[src/rtl/muldiv_if.sv]
// muldiv_if: issue/result bundle between the EX stage and muldiv_unit.
//   start, op, src_a, src_b, flush : issue side, driven by EX (master)
//   busy, done, hi, lo             : status and HI/LO results, driven by the unit (slave)
interface muldiv_if #(
  parameter int WIDTH = 32
) ();
  logic             start;
  logic [2:0]       op;
  logic [WIDTH-1:0] src_a;
  logic [WIDTH-1:0] src_b;
  logic             flush;
  logic             busy;
  logic             done;
  logic [WIDTH-1:0] hi;
  logic [WIDTH-1:0] lo;

  modport master (
    output start, op, src_a, src_b, flush,
    input  busy, done, hi, lo
  );

  modport slave (
    input  start, op, src_a, src_b, flush,
    output busy, done, hi, lo
  );
endinterface

[src/rtl/muldiv_unit.sv]
// muldiv_unit: iterative multiply/divide unit holding the architectural HI/LO
// registers. Executes MULT, MULTU, DIV, DIVU (WIDTH+1 cycle latency) and
// MTHI/MTLO (single edge).
//   clk  : processor clock, rising edge
//   rst  : asynchronous active-low reset
//   bus  : muldiv_if.slave -- start/op/src_a/src_b/flush in; busy/done/hi/lo out
module muldiv_unit #(
  parameter int WIDTH = 32,
  parameter int CNT_W = $clog2(WIDTH + 1)
) (
  input  logic     clk,
  input  logic     rst,
  muldiv_if.slave  bus
);

  typedef enum logic [1:0] {IDLE = 2'd0, RUN = 2'd1, FIN = 2'd2} state_t;

  localparam logic [2:0] OP_MTHI = 3'b100;
  localparam logic [2:0] OP_MTLO = 3'b101;

  state_t                 state, state_nxt;
  logic [CNT_W-1:0]       cnt;
  logic [2*WIDTH-1:0]     acc;
  logic [WIDTH-1:0]       opnd;
  logic                   is_div;
  logic                   neg_q;
  logic                   neg_r;
  logic [WIDTH-1:0]       hi_r, lo_r;
  logic                   done_r;

  logic                   issue;
  logic                   sgn;
  logic [WIDTH-1:0]       mag_a, mag_b;
  logic [WIDTH:0]         mul_sum;
  logic [2*WIDTH-1:0]     mul_nxt;
  logic [WIDTH:0]         div_shift;
  logic [WIDTH:0]         div_trial;
  logic [2*WIDTH-1:0]     div_nxt;
  logic [2*WIDTH-1:0]     prod_fix;

  // Magnitude of an operand; the most-negative value maps to itself, which is
  // the correct unsigned magnitude.
  function automatic logic [WIDTH-1:0] mag(input logic signed [WIDTH-1:0] v, input logic signed_op);
    logic signed [WIDTH-1:0] n;
    n = -v;
    return (signed_op && v < 0) ? WIDTH'(n) : WIDTH'(v);
  endfunction

  function automatic logic [WIDTH-1:0] fix_w(input logic [WIDTH-1:0] v, input logic neg);
    return neg ? (~v + WIDTH'(1)) : v;
  endfunction

  function automatic logic [2*WIDTH-1:0] fix_2w(input logic [2*WIDTH-1:0] v, input logic neg);
    return neg ? (~v + (2*WIDTH)'(1)) : v;
  endfunction

  assign issue = bus.start && !bus.flush && !bus.op[2];
  assign sgn   = !bus.op[0];
  assign mag_a = mag(bus.src_a, sgn);
  assign mag_b = mag(bus.src_b, sgn);

  // Multiply step: add multiplicand into the upper half when the current
  // multiplier bit (acc[0]) is set, then shift the whole accumulator right.
  assign mul_sum = {1'b0, acc[2*WIDTH-1:WIDTH]} + (acc[0] ? {1'b0, opnd} : '0);
  assign mul_nxt = {mul_sum, acc[WIDTH-1:1]};

  // Restoring divide step: acc = {remainder, dividend/quotient}. Shift left,
  // trial-subtract the divisor, keep the difference only if non-negative.
  // A zero divisor always "succeeds", leaving remainder=|a| and quotient=all-ones.
  assign div_shift = {acc[2*WIDTH-1:WIDTH], acc[WIDTH-1]};
  assign div_trial = div_shift - {1'b0, opnd};
  assign div_nxt   = div_trial[WIDTH] ? {div_shift[WIDTH-1:0], acc[WIDTH-2:0], 1'b0}
                                      : {div_trial[WIDTH-1:0], acc[WIDTH-2:0], 1'b1};

  assign prod_fix = fix_2w(acc, neg_q);

  // State register
  always_ff @(posedge clk or negedge rst) begin
    if (!rst) state <= IDLE;
    else      state <= state_nxt;
  end

  // Next-state logic
  always_comb begin
    state_nxt = state;
    case (state)
      IDLE:    if (issue) state_nxt = RUN;
      RUN: begin
        if (bus.flush)               state_nxt = IDLE;
        else if (cnt == CNT_W'(1))   state_nxt = FIN;
      end
      FIN:     state_nxt = IDLE;
      default: state_nxt = IDLE;
    endcase
  end

  // Outputs
  always_comb begin
    bus.busy = (state != IDLE);
    bus.done = done_r;
    bus.hi   = hi_r;
    bus.lo   = lo_r;
  end

  // Control and architectural registers
  always_ff @(posedge clk or negedge rst) begin
    if (!rst) begin
      cnt    <= '0;
      hi_r   <= '0;
      lo_r   <= '0;
      done_r <= 1'b0;
    end else begin
      done_r <= 1'b0;
      case (state)
        IDLE: begin
          if (issue) begin
            cnt <= CNT_W'(WIDTH);
          end else if (bus.start && !bus.flush) begin
            if (bus.op == OP_MTHI) hi_r <= bus.src_a;
            if (bus.op == OP_MTLO) lo_r <= bus.src_a;
          end
        end
        RUN: begin
          if (bus.flush) cnt <= '0;
          else           cnt <= cnt - CNT_W'(1);
        end
        FIN: begin
          if (!bus.flush) begin
            done_r <= 1'b1;
            if (is_div) begin
              lo_r <= fix_w(acc[WIDTH-1:0], neg_q);
              hi_r <= fix_w(acc[2*WIDTH-1:WIDTH], neg_r);
            end else begin
              hi_r <= prod_fix[2*WIDTH-1:WIDTH];
              lo_r <= prod_fix[WIDTH-1:0];
            end
          end
        end
        default: ;
      endcase
    end
  end

  // Datapath registers: loaded at issue, stepped once per RUN edge
  always_ff @(posedge clk) begin
    if (state == IDLE && issue) begin
      is_div <= bus.op[1];
      if (bus.op[1]) begin
        acc   <= {{WIDTH{1'b0}}, mag_a};
        opnd  <= mag_b;
        // A zero divisor yields an all-ones quotient that is never negated.
        neg_q <= sgn && (bus.src_a[WIDTH-1] ^ bus.src_b[WIDTH-1]) && (bus.src_b != '0);
        neg_r <= sgn && bus.src_a[WIDTH-1];
      end else begin
        acc   <= {{WIDTH{1'b0}}, mag_b};
        opnd  <= mag_a;
        neg_q <= sgn && (bus.src_a[WIDTH-1] ^ bus.src_b[WIDTH-1]);
        neg_r <= 1'b0;
      end
    end else if (state == RUN) begin
      acc <= is_div ? div_nxt : mul_nxt;
    end
  end

endmodule

[src/flat_wrapper.sv]
// flat-port wrapper written by rule: the top's interface ports become plain ports
module muldiv_unit_flat 
#(
  parameter int WIDTH = 32,
  parameter int CNT_W = $clog2(WIDTH + 1)
)
  (clk, rst, bus_start, bus_op, bus_src_a, bus_src_b, bus_flush, bus_busy, bus_done, bus_hi, bus_lo);
  muldiv_if #(.WIDTH(WIDTH)) bus_i ();
  input  logic clk;
  input  logic rst;
  input wire logic [$bits(bus_i.start)-1:0] bus_start;
  input wire logic [$bits(bus_i.op)-1:0] bus_op;
  input wire logic [$bits(bus_i.src_a)-1:0] bus_src_a;
  input wire logic [$bits(bus_i.src_b)-1:0] bus_src_b;
  input wire logic [$bits(bus_i.flush)-1:0] bus_flush;
  output wire logic [$bits(bus_i.busy)-1:0] bus_busy;
  output wire logic [$bits(bus_i.done)-1:0] bus_done;
  output wire logic [$bits(bus_i.hi)-1:0] bus_hi;
  output wire logic [$bits(bus_i.lo)-1:0] bus_lo;
  assign bus_i.start = bus_start;
  assign bus_i.op = bus_op;
  assign bus_i.src_a = bus_src_a;
  assign bus_i.src_b = bus_src_b;
  assign bus_i.flush = bus_flush;
  assign bus_busy = bus_i.busy;
  assign bus_done = bus_i.done;
  assign bus_hi = bus_i.hi;
  assign bus_lo = bus_i.lo;
  muldiv_unit #(.WIDTH(WIDTH), .CNT_W(CNT_W)) u_core (.clk(clk), .rst(rst), .bus(bus_i));
endmodule
[config.mk]
export PLATFORM = sky130hd
export DESIGN_NAME = muldiv_unit_flat
export DESIGN_NICKNAME = d
export VERILOG_FILES = /design/src/rtl/muldiv_if.sv /design/src/rtl/muldiv_unit.sv /design/src/flat_wrapper.sv
export SDC_FILE = /design/constraint.sdc
export NUM_CORES = 1
export LEC_CHECK = 0
export BUFFER_PORTS_ARGS = -buffer_cell sky130_fd_sc_hd__buf_4
export CAP_MARGIN = 0
export CORE_MARGIN = 2
export CORE_UTILIZATION = 57
export CTS_BUF_LIST = sky130_fd_sc_hd__clkbuf_16
export DETAILED_ROUTE_END_ITERATION = 12
export MAX_ROUTING_LAYER = met4
export PLACE_DENSITY = 0.86
export SETUP_SLACK_MARGIN = 0.5
export SKIP_LAST_GASP = 1
export SYNTH_ARGS = -nofsm -noshare
export SYNTH_HDL_FRONTEND = slang
export SYNTH_SLANG_ARGS = --single-unit
export TNS_END_PERCENT = 1
[constraint.sdc]
create_clock -name clk -period 4.5 [get_ports clk]
set_clock_uncertainty 0.15 [all_clocks]
set_input_delay 0.45 -clock clk [delete_from_list [all_inputs] [get_ports clk]]
set_output_delay 0.45 -clock clk [all_outputs]
set_load 0.01 [all_outputs]
# Word-level counts from Yosys, hierarchy flattened
# Index checks and enable logic that the tools add are counted.
dict set report word_totals {
  elab_cells 91
  output_inout_bits 66
  reg_bits 172
  inputBits 71
}
dict set report op_classes {
  n_bitwise 4
  mux 34
  magnitude_cmp 2
  eq_ne 12
  add_sub_neg 8
  n_reduce_logical 21
}
# op count
set ops {}
lappend ops {{2-to-1 mux 32 bit} 17}
lappend ops {{2-to-1 mux 64 bit} 5}
lappend ops {{case mux 32 bit (2 select lines)} 2}
lappend ops {{adder 32 x 1 -> 32 bit (second input constant)} 2}
lappend ops {{adder 64 x 1 -> 64 bit (second input constant)} 1}
lappend ops {{less-than comparator 32 x 1 -> 1 bit (second input constant)} 2}
lappend ops {{negation 32 bit} 2}
lappend ops {{NOT 32 bit} 2}
lappend ops {{NOT 64 bit} 1}
lappend ops {{adder 32 x 33 -> 33 bit} 1}
lappend ops {{subtractor 33 x 32 -> 33 bit} 1}
lappend ops {{nonzero test 32 bit} 1}
lappend ops {{2-to-1 mux 6 bit} 2}
lappend ops {{case mux 6 bit (2 select lines)} 1}
lappend ops {{AND reduction 5 bit} 2}
lappend ops {{logical AND 1 bit} 8}
lappend ops {{!= test 2 x 1 -> 1 bit (second input constant)} 4}
lappend ops {{nonzero test 2 bit} 4}
lappend ops {{equality test 3 bit (second input constant)} 2}
lappend ops {{equality test 6 x 1 -> 1 bit (second input constant)} 1}
lappend ops {{2-to-1 mux 2 bit} 3}
lappend ops {{subtractor 6 x 1 -> 6 bit (second input constant)} 1}
lappend ops {{!= test 2 bit (second input constant)} 2}
lappend ops {{case mux 2 bit (2 select lines)} 1}
lappend ops {{8 further kinds} 13}

# Depth between registers and ports, before layout
dict set report depth {
  word_depth 6
  depth_mapped 14
}

# Least setup slack after synthesis
# Ideal clock, no wire load.
dict set report synth_timing {
  path_type {register to register}
  start {register u_core.acc[0]}
  end {register u_core.acc[61] (data pin)}
  required_ns 4.095
  arrival_ns 3.129
  stages_incl_launch_ff 14
  slack_ns 0.966
  synth_period_minus_slack_ns 3.534
  setup_time_ns 0.255
  cell_sequence {edfxtp_1 -> inv_1 -> clkbuf_1 -> nor2_1 -> ha_1 -> clkbuf_1 -> a2111oi_0 -> o21ai_0 -> a311oi_1 -> o21ai_0 -> a211oi_1 -> o221a_2 -> o21ai_0 -> and3_1}
}
dict set report synth_via {
  elab_chain_len 5
}
# element line_no
set synth_rtl {}
lappend synth_rtl {{start: declaration} muldiv_unit.sv:23} ;# logic [2*WIDTH-1:0] acc;
lappend synth_rtl {{start signal: assignment} muldiv_unit.sv:149} ;# acc <= {{WIDTH{1'b0}}, mag_a};
lappend synth_rtl {{start signal: assignment} muldiv_unit.sv:155} ;# acc <= {{WIDTH{1'b0}}, mag_b};
lappend synth_rtl {{start signal: assignment} muldiv_unit.sv:161} ;# acc <= is_div ? div_nxt : mul_nxt;
lappend synth_rtl {{2-to-1 mux 32 bit} muldiv_unit.sv:64} ;# assign mul_sum = {1'b0, acc[2*WIDTH-1:WIDTH]} + (acc[0] ? {1'b0, opnd} : '0);
lappend synth_rtl {{adder 32 x 33 -> 33 bit} muldiv_unit.sv:64}
lappend synth_rtl {{2-to-1 mux 64 bit} muldiv_unit.sv:161}
lappend synth_rtl {{2-to-1 mux 64 bit} muldiv_unit.sv:160} ;# end else if (state == RUN) begin
lappend synth_rtl {{2-to-1 mux 64 bit} muldiv_unit.sv:146} ;# if (state == IDLE && issue) begin
# Every way passes these cells. The select of a mux whose other input is x is not followed.
# A chain may end at the register's enable or synchronous reset.

# Worst setup path after layout
dict set report layout_timing {
  start {register u_core.acc[43]}
  end {register u_core.acc[32] (data pin)}
}
dict set report layout_via {
  elab_chain_len 5
}
# element line_no
set layout_rtl {}
lappend layout_rtl {{subtractor 33 x 32 -> 33 bit} muldiv_unit.sv:71} ;# assign div_trial = div_shift - {1'b0, opnd};
lappend layout_rtl {{2-to-1 mux 64 bit} muldiv_unit.sv:72} ;# assign div_nxt = div_trial[WIDTH] ? {div_shift[WIDTH-1:0], acc[WIDTH-2:0], 1'b0}
lappend layout_rtl {{2-to-1 mux 64 bit} muldiv_unit.sv:161}
lappend layout_rtl {{2-to-1 mux 64 bit} muldiv_unit.sv:160}
lappend layout_rtl {{2-to-1 mux 64 bit} muldiv_unit.sv:146}
# Every way passes these cells. The select of a mux whose other input is x is not followed.

==> flow_summary.json <==
{
  "grt_pass1_wl_mm": 87.6,
  "drtAntennaViolNets": 0,
  "worst_ep_arrival_time_ns": 4.16,
  "cts.path.max_buffers": 2,
  "worst_path_largest_cell_delay_ns": 0.61,
  "area_growth_pct": 13.4,
  "fp.dieH_um": 168,
  "powerDensity_nw_per_um2": 391,
  "ir_worst_vdd_mv": 0.343,
  "drv_cap": 0,
  "startpoint_type": "flip-flop",
  "ys_types": 84,
  "drive_gt1_frac": 0.134,
  "clock_latency_ns": 0.46,
  "io_pins": 137,
  "grt_pass1_vias": 14900,
  "crit_family": "compound AO/OA/AOI/OAI gates",
  "syn_avg_cell_area_sq_um": 8.44,
  "wirelength_mm": 58.0,
  "grt_overflow_total": 0,
  "hold_path_class": "in -> async",
  "start_util": 0.583,
  "ys_async_sr_fraction": 0.424,
  "worstMarginPinSlew_ns": 1.24,
  "drv_slew": 0,
  "drt-initial-drc-count": 2269,
  "cts_tree": "built",
  "fp.coreArea_sq_um": 26200,
  "yosysWarnings": 0,
  "firstDrtPassIters": 8,
  "synth_edf_count": 99,
  "fin_crit_sh": 0.897,
  "cts.htree.levels": 4,
  "antenna_found_initial": 1,
  "synth_fp_nets": 1953,
  "via_per_inst": 6.97,
  "worstSetupPathType": "reg -> reg",
  "dieArea_sq_um": 28100,
  "track_usage": 0.421,
  "numCtsBuffers": 17,
  "clock.fmax_mhz": 248,
  "ys_seq_area_frac": 0.314,
  "end_kind": "flip-flop",
  "yosysTopAreaCell": "edfxtp_1",
  "hold-worst-slack_ns": -0.0312,
  "violations": "hold timing",
  "rows": 59,
  "hold_viol": 18,
  "drc": 0,
  "setup_tns_ns": 0,
  "period_needed_ns": 4.03,
  "status": "finished, violations left",
  "path_clk_slew_ns": 0.09,
  "avgRoutedWirePerCell_um": 25.7,
  "synth_area_leaders": "edfxtp_1 (19%), dfrtp_1 (12%), mux2i_1 (6.4%)",
  "path_buf_inv": 0,
  "dr_total_vias": 15700,
  "syn_area_sq_um": 15300,
  "p_leak_nw": 7.34,
  "slew_headroom": 0.173,
  "cp_slowest_cell": "or4_4",
  "fin_nets": 2053,
  "synthCells": 1810,
  "crit_required_ns": 4.62,
  "grt_max_degree": 74,
  "synth-seq-cells": 172,
  "path_cells": "ha_1, o21ai_0, a21oi_1, a221o_1, or4_4, a311o_2, nand2_4, mux2_2, a211oi_1",
  "total_power_mw": 6.78,
  "fill_cells": 2127,
  "die_w_um": 168,
  "dp_hpwl_mm": 44.7,
  "yosys_most_used_dff": "edfxtp_1",
  "cts_sinks": 172,
  "setup_viol": 0,
  "synth_top_area_frac": 0.195,
  "numPortBuffers": 136,
  "cp_max_fo": 14,
  "cts_root_buffer": "clkbuf_16",
  "gp_congestion": 1.09,
  "rsz0062_at_grt": "yes"
}
-- per-stage QoR --
stage	cells	setup slack [ns]	hold WS, ns	instance area, sq um	utilization
floorplan	1810	0.966	0.00441	15300	-
global placement	2225	0.503	0.311	16700	0.637
detailed placement	2225	0.402	0.322	16700	0.637
CTS	2257	0.470	0.00747	17300	0.660
global route	2259	0.357	0.0208	17300	0.661
finish	2259	0.466	-0.0312	17300	0.661
-- Yosys cell counts, drive strengths merged (26+ instances only) --
| cell | instances |
|---|---|
| o31ai | 42 |
| inv | 63 |
| o21ai | 124 |
| edfxtp | 99 |
| nand3 | 31 |
| nand2 | 166 |
| a211oi | 32 |
| nor4 | 26 |
| ha | 70 |
| xor2 | 67 |
| nor3 | 37 |
| xnor2 | 91 |
| a21oi | 144 |
| dfrtp | 73 |
| a21o | 35 |
| clkbuf | 83 |
| nor2 | 191 |
| mux2i | 98 |
-- worst paths after layout --
check / startpoint / slack [ns] / depth (start not counted) / end
hold reg to reg: u_core.bus.lo[11] / 0.34 / 2 / u_core.bus.lo[11]
max in group asynchronous: rst / 3.59 / 1 / u_core.bus.hi[3]
min in group clk: bus_flush / 0.16 / 4 / u_core.cnt[4]
setup reg to reg: u_core.acc[43] / 0.47 / 9 / u_core.acc[32]
setup / recovery: u_core.acc[43] / 0.47 / 9 / u_core.acc[32]
hold / removal: rst / -0.03 / 1 / u_core.bus.lo[25]
-- registers in the layout, summed over array words and instances, names as in the netlist --
signal / flops
u_core.acc: 64
u_core.cnt: 6
u_core.opnd: 32
u_core.state: 2
u_core.neg_r: 1
u_core.neg_q: 1
u_core.bus.lo: 32
u_core.bus.hi: 32
u_core.is_div: 1
u_core.bus.done: 1
-- cells by family (layout without fill, tap and decap cells) --
| kind of cell | count (synthesis) | count (layout) | share of synthesized area |
|---|---|---|---|
| simple gates | 599 | 599 | 0.189 |
| compound gates | 540 | 540 | 0.234 |
| flops | 172 | 172 | 0.314 |
| buf+inv | 164 | 277 | 0.0430 |
| xor+xnor | 158 | 158 | 0.0906 |
| mux | 105 | 105 | 0.0694 |
| fa+ha+maj | 72 | 72 | 0.0600 |
| other cells | 0 | 1 | 0 |
-- cell type report --
| class | count | area (sq um) | share of cell area |
|---|---|---|---|
| clock buffers | 17 | 425 | 0.0246 |
| clock inverters | 15 | 174 | 0.0100 |
| flip-flops and latches | 172 | 4800 | 0.277 |
| diodes | 1 | 2.50 | 0.000145 |
| well taps | 335 | 419 | 0.0242 |
| inverters | 63 | 236 | 0.0137 |
| repair buffers | 182 | 1410 | 0.0813 |
| multi-input cells | 1474 | 9850 | 0.569 |
-- metal layers --
metal / up-vias / GRT usage / wire length (um)
li1: 6916 / - / -
met1: 7473 / 0.541 / 22500
met2: 1129 / 0.635 / 25600
met3: 229 / 0.105 / 6780
met4: 0 / 0.180 / 3090
met5: - / - / 0
-- placed cells by master, fill, tap and decap left out, types with 9 or more instances in the layout --
cell type	count
edfxtp_1	99
xnor2_1	91
a31oi_1	23
clkbuf_16	17
nand2_1	165
nand2b_1	19
a21boi_0	9
or4_1	18
o221ai_1	9
o21ai_0	120
o211ai_1	10
o21a_1	16
and3_1	23
nand3_1	30
a211oi_1	31
o41ai_1	11
xor2_1	67
nand4_1	16
dfrtp_1	73
or3_1	14
ha_1	69
buf_4	178
a21o_1	35
and2_1	9
nor3_1	37
inv_1	61
a21oi_1	142
nor4_1	24
o31ai_1	41
nor2_1	190
mux2i_1	98
nor2b_1	11
o21bai_1	9
-- report_power, final --
part           switching, mW  leakage, nW  internal, mW
Sequential             0.335         1.84          2.04
Clock                  0.832        0.292         0.755
Combinational           1.64         5.21          1.18
Total                   2.81         7.34          3.97
-- what timing repair did --
action / 4_1_cts / 5_1_grt
hold buffers: 0 / 0
pin swaps: 0 / 0
resized for setup: 2 / 5
setup buffers: 0 / 1
endpoints found under the hold margin: 0 / 0
endpoints found under the setup margin: 3 / 23
Note: power is estimated with default switching activity, not from simulation.
